==> src/rtl/mips_data_lsu_pkg.sv <==
// Shared types for the MIPS data load/store unit: operation encodings, FSM states
// and the CPU-order <-> memory-order byte reversal helper.
package mips_lsu_pkg;

    typedef enum logic [3:0] {
        LB  = 4'd0,
        LBU = 4'd1,
        LH  = 4'd2,
        LHU = 4'd3,
        LW  = 4'd4,
        SB  = 4'd5,
        SH  = 4'd6,
        SW  = 4'd7,
        LWL = 4'd8,
        LWR = 4'd9
    } lsu_op_t;

    typedef enum logic [1:0] {
        IDLE = 2'd0,
        RD   = 2'd1,
        WR   = 2'd2,
        DONE = 2'd3
    } lsu_state_t;

    // CPU byte at offset k lives in memory bits [8k+7:8k], so offset 0 is the CPU MSB.
    function automatic logic [31:0] byte_reverse(input logic [31:0] w);
        return {w[7:0], w[15:8], w[23:16], w[31:24]};
    endfunction

    function automatic logic is_rmw(input lsu_op_t op);
        return (op == SB) || (op == SH);
    endfunction

endpackage

==> src/rtl/mips_data_lsu_if.sv <==
// Request-side (pipeline <-> LSU) and memory-side (LSU <-> data RAM) interfaces
// for the MIPS data load/store unit.
interface mips_lsu_req_if
    import mips_lsu_pkg::*;
#(
    parameter int ADDR_W = 32
);
    logic              req;
    lsu_op_t           op;
    logic [ADDR_W-1:0] addr;
    logic [31:0]       wdata;
    logic [31:0]       rt_old;
    logic              busy;
    logic              done;
    logic              err;
    logic [31:0]       rdata;

    modport master (
        output req, op, addr, wdata, rt_old,
        input  busy, done, err, rdata
    );

    modport slave (
        input  req, op, addr, wdata, rt_old,
        output busy, done, err, rdata
    );
endinterface

interface mips_lsu_mem_if #(
    parameter int ADDR_W = 32
);
    logic [ADDR_W-1:0] data_address;
    logic              data_read;
    logic              data_write;
    logic [31:0]       data_writedata;
    logic [31:0]       data_readdata;

    modport master (
        output data_address, data_read, data_write, data_writedata,
        input  data_readdata
    );

    modport slave (
        input  data_address, data_read, data_write, data_writedata,
        output data_readdata
    );
endinterface

==> src/rtl/mips_data_lsu_lane.sv <==
// Combinational lane steering: load extraction/extension, sub-word store merge and
// legality check. MIPS_LSU_UNALIGNED_EN enables the LWL/LWR merge loads.
module mips_lsu_lane
    import mips_lsu_pkg::*;
(
    input  logic [31:0] mem_q,
    input  lsu_op_t     op,
    input  logic [1:0]  k,
    input  logic [31:0] wdata,
    input  logic [31:0] rt_old,
    output logic [31:0] load_data,
    output logic [31:0] store_data,
    output logic        err
);
    logic [7:0]  lane [4];
    logic [7:0]  sel_b;
    logic [7:0]  sel_b1;
    logic [31:0] cpu_word;

    genvar gi;
    generate
        for (gi = 0; gi < 4; gi++) begin : g_lane
            assign lane[gi] = mem_q[8*gi +: 8];
            assign store_data[8*gi +: 8] =
                (op == SW)                            ? wdata[31-8*gi -: 8] :
                (op == SB && k == 2'(gi))             ? wdata[7:0]          :
                (op == SH && k == 2'(gi))             ? wdata[15:8]         :
                (op == SH && (k + 2'd1) == 2'(gi))    ? wdata[7:0]          :
                                                        lane[gi];
        end
    endgenerate

    assign cpu_word = byte_reverse(mem_q);
    assign sel_b    = lane[k];
    assign sel_b1   = lane[k + 2'd1];

`ifdef MIPS_LSU_UNALIGNED_EN
    logic [4:0] shl;
    logic [4:0] shr;
    assign shl = {k, 3'b000};
    assign shr = {~k, 3'b000};
`else
    logic unused_rt_old;
    assign unused_rt_old = ^rt_old;
`endif

    always_comb begin
        load_data = '0;
        err       = 1'b0;
        case (op)
            LB:  load_data = {{24{sel_b[7]}}, sel_b};
            LBU: load_data = {24'd0, sel_b};
            LH: begin
                err = k[0];
                if (!k[0]) load_data = {{16{sel_b[7]}}, sel_b, sel_b1};
            end
            LHU: begin
                err = k[0];
                if (!k[0]) load_data = {16'd0, sel_b, sel_b1};
            end
            LW: begin
                err = (k != 2'd0);
                if (k == 2'd0) load_data = cpu_word;
            end
            SB:  err = 1'b0;
            SH:  err = k[0];
            SW:  err = (k != 2'd0);
`ifdef MIPS_LSU_UNALIGNED_EN
            LWL: load_data = (cpu_word << shl) | (rt_old & ((32'h1 << shl) - 32'h1));
            LWR: load_data = (cpu_word >> shr) | (rt_old & ~(32'hFFFF_FFFF >> shr));
`endif
            default: err = 1'b1;
        endcase
    end
endmodule

==> src/rtl/mips_data_lsu.sv <==
// MIPS data-port load/store initiator: turns byte/half/word accesses into aligned
// word reads/writes with read-modify-write for SB/SH. LWL/LWR need MIPS_LSU_UNALIGNED_EN.
module mips_data_lsu
    import mips_lsu_pkg::*;
#(
    parameter int ADDR_W = 32,
    parameter int DATA_W = 32
) (
    input logic            clk,
    input logic            reset,
    mips_lsu_req_if.slave  cpu,
    mips_lsu_mem_if.master mem
);
    lsu_state_t        state_q, state_d;
    lsu_op_t           op_q, op_d;
    logic [1:0]        k_q, k_d;
    logic [DATA_W-1:0] wdata_q, wdata_d;
    logic [DATA_W-1:0] rt_old_q, rt_old_d;
    logic [DATA_W-1:0] mem_q, mem_d;
    logic              busy_q, busy_d;
    logic              done_q, done_d;
    logic              err_q, err_d;
    logic [DATA_W-1:0] rdata_q, rdata_d;
    logic [ADDR_W-1:0] data_address_q, data_address_d;
    logic              data_read_q, data_read_d;
    logic              data_write_q, data_write_d;
    logic [DATA_W-1:0] data_writedata_q, data_writedata_d;

    lsu_op_t     lane_op;
    logic [1:0]  lane_k;
    logic [31:0] lane_mem;
    logic [31:0] lane_load;
    logic [31:0] lane_store;
    logic        lane_err;

    // In IDLE the lane checks the incoming request; in RD it sees the live RAM word.
    assign lane_op  = (state_q == IDLE) ? cpu.op        : op_q;
    assign lane_k   = (state_q == IDLE) ? cpu.addr[1:0] : k_q;
    assign lane_mem = (state_q == RD)   ? mem.data_readdata : mem_q;

    mips_lsu_lane u_lane (
        .mem_q      (lane_mem),
        .op         (lane_op),
        .k          (lane_k),
        .wdata      (wdata_q),
        .rt_old     (rt_old_q),
        .load_data  (lane_load),
        .store_data (lane_store),
        .err        (lane_err)
    );

    always_comb begin
        state_d          = state_q;
        op_d             = op_q;
        k_d              = k_q;
        wdata_d          = wdata_q;
        rt_old_d         = rt_old_q;
        mem_d            = mem_q;
        err_d            = err_q;
        rdata_d          = rdata_q;
        data_address_d   = data_address_q;
        done_d           = 1'b0;
        data_read_d      = 1'b0;
        data_write_d     = 1'b0;
        data_writedata_d = '0;
        case (state_q)
            IDLE: begin
                data_address_d = '0;
                if (cpu.req) begin
                    op_d     = cpu.op;
                    k_d      = cpu.addr[1:0];
                    wdata_d  = cpu.wdata;
                    rt_old_d = cpu.rt_old;
                    err_d    = lane_err;
                    if (lane_err) begin
                        state_d = DONE;
                        done_d  = 1'b1;
                        rdata_d = '0;
                    end else if (cpu.op == SW) begin
                        state_d          = WR;
                        data_write_d     = 1'b1;
                        data_writedata_d = byte_reverse(cpu.wdata);
                        data_address_d   = {cpu.addr[ADDR_W-1:2], 2'b00};
                    end else begin
                        state_d        = RD;
                        data_read_d    = 1'b1;
                        data_address_d = {cpu.addr[ADDR_W-1:2], 2'b00};
                    end
                end
            end
            RD: begin
                mem_d = mem.data_readdata;
                if (is_rmw(op_q)) begin
                    state_d          = WR;
                    data_write_d     = 1'b1;
                    data_writedata_d = lane_store;
                end else begin
                    state_d = DONE;
                    done_d  = 1'b1;
                    rdata_d = lane_load;
                end
            end
            WR: begin
                state_d = DONE;
                done_d  = 1'b1;
            end
            DONE: begin
                state_d        = IDLE;
                data_address_d = '0;
            end
            default: state_d = IDLE;
        endcase
        busy_d = (state_d != IDLE);
    end

    always_ff @(posedge clk or posedge reset) begin
        if (reset) begin
            state_q          <= IDLE;
            op_q             <= LB;
            k_q              <= '0;
            wdata_q          <= '0;
            rt_old_q         <= '0;
            mem_q            <= '0;
            busy_q           <= 1'b0;
            done_q           <= 1'b0;
            err_q            <= 1'b0;
            rdata_q          <= '0;
            data_address_q   <= '0;
            data_read_q      <= 1'b0;
            data_write_q     <= 1'b0;
            data_writedata_q <= '0;
        end else begin
            state_q          <= state_d;
            op_q             <= op_d;
            k_q              <= k_d;
            wdata_q          <= wdata_d;
            rt_old_q         <= rt_old_d;
            mem_q            <= mem_d;
            busy_q           <= busy_d;
            done_q           <= done_d;
            err_q            <= err_d;
            rdata_q          <= rdata_d;
            data_address_q   <= data_address_d;
            data_read_q      <= data_read_d;
            data_write_q     <= data_write_d;
            data_writedata_q <= data_writedata_d;
        end
    end

    assign cpu.busy           = busy_q;
    assign cpu.done           = done_q;
    assign cpu.err            = err_q;
    assign cpu.rdata          = rdata_q;
    assign mem.data_address   = data_address_q;
    assign mem.data_read      = data_read_q;
    assign mem.data_write     = data_write_q;
    assign mem.data_writedata = data_writedata_q;
endmodule

==> src/flat_wrapper.sv <==
// flat-port wrapper written by rule: the top's interface ports become plain ports
module mips_data_lsu_flat import mips_lsu_pkg::*;
#(
    parameter int ADDR_W = 32,
    parameter int DATA_W = 32
)
  (clk, reset, cpu_req, cpu_op, cpu_addr, cpu_wdata, cpu_rt_old, cpu_busy, cpu_done, cpu_err, cpu_rdata, mem_data_address, mem_data_read, mem_data_write, mem_data_writedata, mem_data_readdata);
  mips_lsu_req_if #(.ADDR_W(ADDR_W)) cpu_i ();
  mips_lsu_mem_if #(.ADDR_W(ADDR_W)) mem_i ();
  input logic clk;
  input logic reset;
  input wire logic [$bits(cpu_i.req)-1:0] cpu_req;
  input wire logic [$bits(cpu_i.op)-1:0] cpu_op;
  input wire logic [$bits(cpu_i.addr)-1:0] cpu_addr;
  input wire logic [$bits(cpu_i.wdata)-1:0] cpu_wdata;
  input wire logic [$bits(cpu_i.rt_old)-1:0] cpu_rt_old;
  output wire logic [$bits(cpu_i.busy)-1:0] cpu_busy;
  output wire logic [$bits(cpu_i.done)-1:0] cpu_done;
  output wire logic [$bits(cpu_i.err)-1:0] cpu_err;
  output wire logic [$bits(cpu_i.rdata)-1:0] cpu_rdata;
  output wire logic [$bits(mem_i.data_address)-1:0] mem_data_address;
  output wire logic [$bits(mem_i.data_read)-1:0] mem_data_read;
  output wire logic [$bits(mem_i.data_write)-1:0] mem_data_write;
  output wire logic [$bits(mem_i.data_writedata)-1:0] mem_data_writedata;
  input wire logic [$bits(mem_i.data_readdata)-1:0] mem_data_readdata;
  assign cpu_i.req = cpu_req;
  assign cpu_i.op = cpu_op;
  assign cpu_i.addr = cpu_addr;
  assign cpu_i.wdata = cpu_wdata;
  assign cpu_i.rt_old = cpu_rt_old;
  assign cpu_busy = cpu_i.busy;
  assign cpu_done = cpu_i.done;
  assign cpu_err = cpu_i.err;
  assign cpu_rdata = cpu_i.rdata;
  assign mem_data_address = mem_i.data_address;
  assign mem_data_read = mem_i.data_read;
  assign mem_data_write = mem_i.data_write;
  assign mem_data_writedata = mem_i.data_writedata;
  assign mem_i.data_readdata = mem_data_readdata;
  mips_data_lsu #(.ADDR_W(ADDR_W), .DATA_W(DATA_W)) u_core (.clk(clk), .reset(reset), .cpu(cpu_i), .mem(mem_i));
endmodule
==> config.mk <==
export PLATFORM = sky130hd
export DESIGN_NAME = mips_data_lsu_flat
export DESIGN_NICKNAME = d
export VERILOG_FILES = /design/src/rtl/mips_data_lsu_pkg.sv /design/src/rtl/mips_data_lsu_if.sv /design/src/rtl/mips_data_lsu_lane.sv /design/src/rtl/mips_data_lsu.sv /design/src/flat_wrapper.sv
export SDC_FILE = /design/constraint.sdc
export NUM_CORES = 1
export LEC_CHECK = 0
export ABC_AREA = 1
export ABC_CLOCK_PERIOD_IN_PS = 13600
export CAP_MARGIN = 20
export CORE_UTILIZATION = 54
export CTS_BUF_LIST = sky130_fd_sc_hd__clkbuf_16
export CTS_CLUSTER_DIAMETER = 120
export CTS_CLUSTER_SIZE = 20
export DETAILED_ROUTE_END_ITERATION = 16
export PLACE_DENSITY_LB_ADDON = 0.3
export SLEW_MARGIN = 20
export SYNTH_ARGS = -nofsm -noshare
export SYNTH_HDL_FRONTEND = slang
export SYNTH_SLANG_ARGS = --single-unit
==> constraint.sdc <==
create_clock -name clk -period 13.6 [get_ports clk]
set_input_delay 2.04 -clock clk [delete_from_list [all_inputs] [get_ports clk]]
set_output_delay 2.04 -clock clk [all_outputs]
set_load 0.1 [all_outputs]
; Word-level counts from Yosys, hierarchy flattened
; Cells that the tools add are included.
[classes]
addsub = 1
magnitude_cmp = 2
eq_ne = 22
n_mux = 60
bitwise_logic = 2
reduce_logical = 26
[ops]
columns = operator, count
row1 = 32-bit two-way mux, 12
row2 = 32-bit case mux with 2 select lines, 3
row3 = 8-bit two-way mux, 20
row4 = 32-bit case mux with 5 select lines, 1
row5 = 8-bit binary-select mux with 2-bit select, 2
row6 = 4-bit by 3-bit == test with 1-bit output (second input constant), 7
row7 = 16-bit two-way mux, 1
row8 = 2-bit == test (second input constant), 6
row9 = 1-bit logical AND, 12
row10 = 1-bit two-way mux, 12
row11 = 4-bit by 2-bit == test with 1-bit output (second input constant), 2
row12 = 2-bit two-way mux, 4
row13 = 2-bit case mux with 4 select lines, 1
row14 = 2-bit nonzero test, 4
row15 = 2-bit by 1-bit == test with 1-bit output (second input constant), 3
row16 = 3-bit >= comparator (second input constant), 2
row17 = 2-bit zero test, 3
row18 = 2-bit inverter with 3-bit output, 2
row19 = 1-bit case mux with 3 select lines, 2
row20 = 3-bit OR reduction, 2
row21 = 4-bit by 1-bit == test with 1-bit output (second input constant), 1
row22 = 4-bit zero test, 1
row23 = 4-bit two-way mux, 1
row24 = 2-bit inequality test (second input constant), 2
row25 = other kinds (7), 7
[word_totals]
register_bits = 173
inputBits = 135

; Logic depth before layout (Yosys ltp)
[logic_depth]
ltp_word = 11
depth_mapped = 19

; Cells and area by module
; From an unflattened synthesis, not the netlist that was laid out.
[unflattened]
cells_unflattened = 1300
area_unflattened_um2 = 10324.9
[by_module_without_submodules]
columns = module, instances, cells_per_inst, area_each_um2
row1 = mips_data_lsu, 1, 804, 8047.7
row2 = mips_lsu_lane, 1, 496, 2277.2

; Worst setup path before layout
; OpenSTA, ideal clock, no wires.
[synth_path]
path_kind = input port to flip-flop
startpoint = input cpu_addr[0]
endpoint = register u_core.data_writedata_q[10] (netlist: u_core.mem.data_writedata[10])
t_arrival_ps = 3612
setup_slack_ps = 9871
stages = 15
n_path_buf = 2
cell_sequence = inv_1 -> nand2_1 -> o21ai_4 -> buf_2 -> ha_1 -> inv_1 -> nor2_4 -> buf_4 -> nand2_1 -> nand3_1 -> nand2_1 -> nand2_1 -> nand2_1 -> nand2_1 -> nand2_1
[synth_via]
elab_chain_len = 10
elab_cells_between_ends = 17
classes_between = 1 x add/sub / 2 x eq/ne / 10 x mux / 4 x reduce/logical
[synth_lines]
columns = element, line_no
row1 = start: declaration, flat_wrapper.sv:14  ; input wire logic [$bits(cpu_i.addr)-1:0] cpu_addr;
row2 = 2-bit two-way mux *, mips_data_lsu.sv:38  ; assign lane_k = (state_q == IDLE) ? cpu.addr[1:0] : k_q;
row3 = 2-bit by 1-bit adder with 2-bit output, mips_data_lsu_lane.sv:28  ; (op == SH && (k + 2'd1) == 2'(gi)) ? wdata[7:0] :
row4 = 2-bit by 1-bit == test with 1-bit output, mips_data_lsu_lane.sv:28
row5 = 1-bit logical AND, mips_data_lsu_lane.sv:28
row6 = 8-bit two-way mux, mips_data_lsu_lane.sv:28
row7 = 8-bit two-way mux, mips_data_lsu_lane.sv:27  ; (op == SH && k == 2'(gi)) ? wdata[15:8] :
row8 = 8-bit two-way mux, mips_data_lsu_lane.sv:26  ; (op == SB && k == 2'(gi)) ? wdata[7:0] :
row9 = 8-bit two-way mux, mips_data_lsu_lane.sv:25  ; (op == SW) ? wdata[31-8*gi -: 8] :
row10 = 32-bit two-way mux, mips_data_lsu.sv:93  ; if (is_rmw(op_q)) begin
row11 = 32-bit case mux with 2 select lines *, mips_data_lsu.sv:66  ; case (state_q)
row12 = named net u_core.data_writedata_d[10], mips_data_lsu.sv:27  ; logic [DATA_W-1:0] data_writedata_q, data_writedata_d;
row13 = end signal: assignment, mips_data_lsu.sv:146  ; data_writedata_q <= data_writedata_d;
row14 = end: declaration, mips_data_lsu.sv:27
; Mark *: on every way through the listed nets, which the timed path passes. The rest lies on a longest branch.
; A chain may end at the register's enable or synchronous reset.

; Final worst setup path
[layout_path]
startpoint = input cpu_op[2]
endpoint = register u_core.rdata_q[31] (netlist: u_core.cpu.rdata[31])
[layout_via]
elab_chain_len = 6
elab_cells_between_ends = 18
classes_between = 8 x eq/ne / 5 x mux / 5 x reduce/logical
[layout_lines]
columns = element, line_no
row1 = start: declaration, flat_wrapper.sv:13  ; input wire logic [$bits(cpu_i.op)-1:0] cpu_op;
row2 = 4-bit two-way mux *, mips_data_lsu.sv:37  ; assign lane_op = (state_q == IDLE) ? cpu.op : op_q;
row3 = 4-bit by 3-bit == test with 1-bit output (tied with other cells), mips_data_lsu_lane.sv:50  ; case (op)
row4 = 3-bit OR reduction (no source line) / 2-bit OR reduction (equally long branches), --
row5 = 1-bit case mux with 3 select lines, mips_data_lsu_lane.sv:50
row6 = 2-bit by 1-bit inequality test with 1-bit output (no source line), --
row7 = 4-bit AND reduction (no source line), --
row8 = end signal: assignment, mips_data_lsu.sv:142  ; rdata_q <= rdata_d;
row9 = end: declaration, mips_data_lsu.sv:23  ; logic [DATA_W-1:0] rdata_q, rdata_d;
; Every way passes the cells marked *; elsewhere a longest branch is shown, timed or not. The select of a mux whose other input is x is not followed.

==> impl_metrics.json <==
{
  "status": "completed",
  "tritoncts": "built",
  "cts_setup_buffers": 0,
  "path_cells": "clkdlybuf4s50_1 -> inv_1 -> nand2_1 -> nand2_2 -> nor2_8 -> nand3_2 -> nand2_1 -> nand2_2 -> nand3_2 -> nand3_4 -> o21ai_1",
  "maxSlewHeadroom": 0.303,
  "max_stage_delay_ns": 0.70,
  "cts_buffers": 17,
  "fin_skew_ns": 0.0103,
  "gp_congestion": 0.972,
  "rsz0062_at_grt": "no",
  "grt_max_degree": 110,
  "synthFlopType": "dfrtp_1",
  "netlist.area_leader.share": 0.445,
  "setup_viol": 0,
  "total_power_mw": 3.27,
  "drive_gt1_frac": 0.0765,
  "synth_top_cells_by_count": "nand2_1 (568), inv_1 (173), dfrtp_1 (171)",
  "cts-htree-levels": 4,
  "final_util": 0.702,
  "dieArea_mm2": 0.0184,
  "synth_most_common_cell": "nand2_1",
  "final_cell_area_mm2": 0.0122,
  "synthArstFlopShare": 1.00,
  "slowest_stage": "nand3_2",
  "critical_path.startpoint_type": "primary input",
  "clk_path_buf_depth": 2,
  "fin_tns_setup_ns": 0,
  "crit_path_end_kind": "flop",
  "vias": 9085,
  "ys_ff_latch": 171,
  "clkLatencyLatePin_ns": 0.43,
  "cp_num_buf_inv": 2,
  "worst_slew_pin_slew_ns": 1.04,
  "max-vdd-ir-drop_mv": 0.215,
  "path_clk_slew_ns": 0.07,
  "grt_use_total": 0.298,
  "antenna_found_initial": 0,
  "post_dp_cell_area_mm2": 0.0116,
  "initial_core_util": 0.555,
  "root_buffer": "clkbuf_16",
  "yosysSeqAreaShare": 0.445,
  "dieHeight_um": 136,
  "synthCells": 1327,
  "overflow": 0,
  "dpl.hpwl_um": 18300,
  "port_buffers": 201,
  "regToRegSetupSlack_ns": 9.47,
  "viasPerCell": 5.25,
  "p_leak_nw": 6.35,
  "drv_cap": 0,
  "synth.distinct_cells": 36,
  "finalCriticalPeriod_ns": 4.78,
  "powerDensity_mw_per_mm2": 268,
  "clock.fmax_mhz": 209,
  "firstDrtPassIters": 6,
  "finalWirelength_um": 26600,
  "cp_top_family": "simple AND/OR/NAND/NOR gates",
  "ios": 236,
  "drv_slew": 0,
  "n_antenna_cell": 0,
  "ant_nets": 0,
  "syn_area_mm2": 0.00963,
  "ys.warnings.count": 0,
  "ctsResizeCount": 0,
  "arrival_ns": 5.11,
  "area_growth_pct": 26.6,
  "row_count": 48,
  "synthTopCellsByArea": "dfrtp_1 (44%), nand2_1 (22%), inv_1 (6.7%)",
  "crit_fanout": 64,
  "holdWs_ns": 0.473,
  "crit_type": "primary input to flop",
  "cp.required_ns": 13.93,
  "post_drt_wl_per_cell_um": 15.4,
  "final_net_count": 1638,
  "grt_pass1_wl_um": 42300,
  "avgSynthCellArea_um2": 7.25,
  "grt_pass1_vias": 8268,
  "synth_area_leader_cell": "dfrtp_1",
  "clock-sinks": 171,
  "hold_class": "flop to flop",
  "fin_crit_sh": 0.352,
  "finalHoldViolations": 0,
  "drt_iter0_drc": 979,
  "route.detailed.drc": 0,
  "dieWidth_um": 136,
  "synth_edf_count": 0,
  "core-area_mm2": 0.0174,
  "postCtsHoldBufs": 0
}
## sequential cells by signal (all words and copies together) (netlist names)
name                       count
u_core.cpu.err                 1
u_core.op_q                    4
u_core.mem_q                  32
u_core.cpu.done                1
u_core.cpu.rdata              32
u_core.state_q                 2
u_core.wdata_q                32
u_core.mem.data_address       30
u_core.mem.data_read           1
u_core.mem.data_writedata     32
u_core.cpu.busy                1
u_core.k_q                     2
u_core.mem.data_write          1
## tightest hold or removal path: stages, from the launching register on
cell	delay [ns]
dfrtp_1	0.34
nand2_1	0.05
nand2_1	0.05
## layout by cell type, fill, tap and decap left out, types with 9 or more instances in the layout
master / Yosys / layout
o21ai_0: 84 / 84
inv_1: 173 / 172
ha_1: 11 / 10
nand2_2: 12 / 12
nand3_1: 96 / 96
o21ai_2: 30 / 30
clkdlybuf4s50_1: 0 / 201
dfrtp_1: 171 / 171
nand2_1: 568 / 568
o21ai_1: 45 / 45
nor2_1: 14 / 14
clkbuf_16: 0 / 17
a21oi_1: 13 / 13
nand3_2: 9 / 9
## path summary, 6_finish.rpt
path | cells after the start | endpoint | startpoint
worst min register to register | 2 | u_core.wdata_q[28] | u_core.wdata_q[28]
max in group asynchronous | 3 | u_core.mem_q[12] | reset
worst max register to register | 12 | u_core.cpu.rdata[31] | u_core.state_q[1]
worst min-delay path | 2 | u_core.wdata_q[28] | u_core.wdata_q[28]
min in group asynchronous | 2 | u_core.cpu.rdata[3] | reset
worst max-delay path | 11 | u_core.cpu.rdata[31] | cpu_op[2]
## area by class of cell
cell class | instances | area [µm²]
clock buffers | 17 | 425
clock inverters | 14 | 145
fillers | 1431 | 5170
inverters | 181 | 692
multi-input cells | 915 | 4320
flip-flops and latches | 171 | 4280
well taps | 225 | 282
repair buffers | 206 | 2050
## per-stage QoR
step | std cells | setup slack, ns
global placement | 1698 | 8.49
detailed placement | 1698 | 8.39
floorplan | 1328 | 6.93
global route | 1729 | 8.53
finish | 1729 | 8.82
CTS | 1729 | 8.86
## layer usage
metal	share of wire	track usage
met3	0.080	0.0688
met4	0.026	0.101
met2	0.46	0.467
met1	0.43	0.407
met5	0	0
## power breakdown
part	internal, mW	total (mW)	switching [mW]
combinational	0.489	2.00	1.51
clock	0.270	0.482	0.212
sequential	0.686	0.785	0.0994
total	1.45	3.27	1.83
## cell families after synthesis
group                      count (synthesis)  share of synthesized area
and+or+nand+nor                          716                      0.316
buffers and inverters                    242                      0.108
AOI/OAI and AO/OA                        185                      0.116
DFF                                      171                      0.445
adders and majority gates                 11                     0.0143
xor gates and xnor gates                   1                   0.000910
other                                      1                   0.000390
Power figures use the tool's default switching activity.
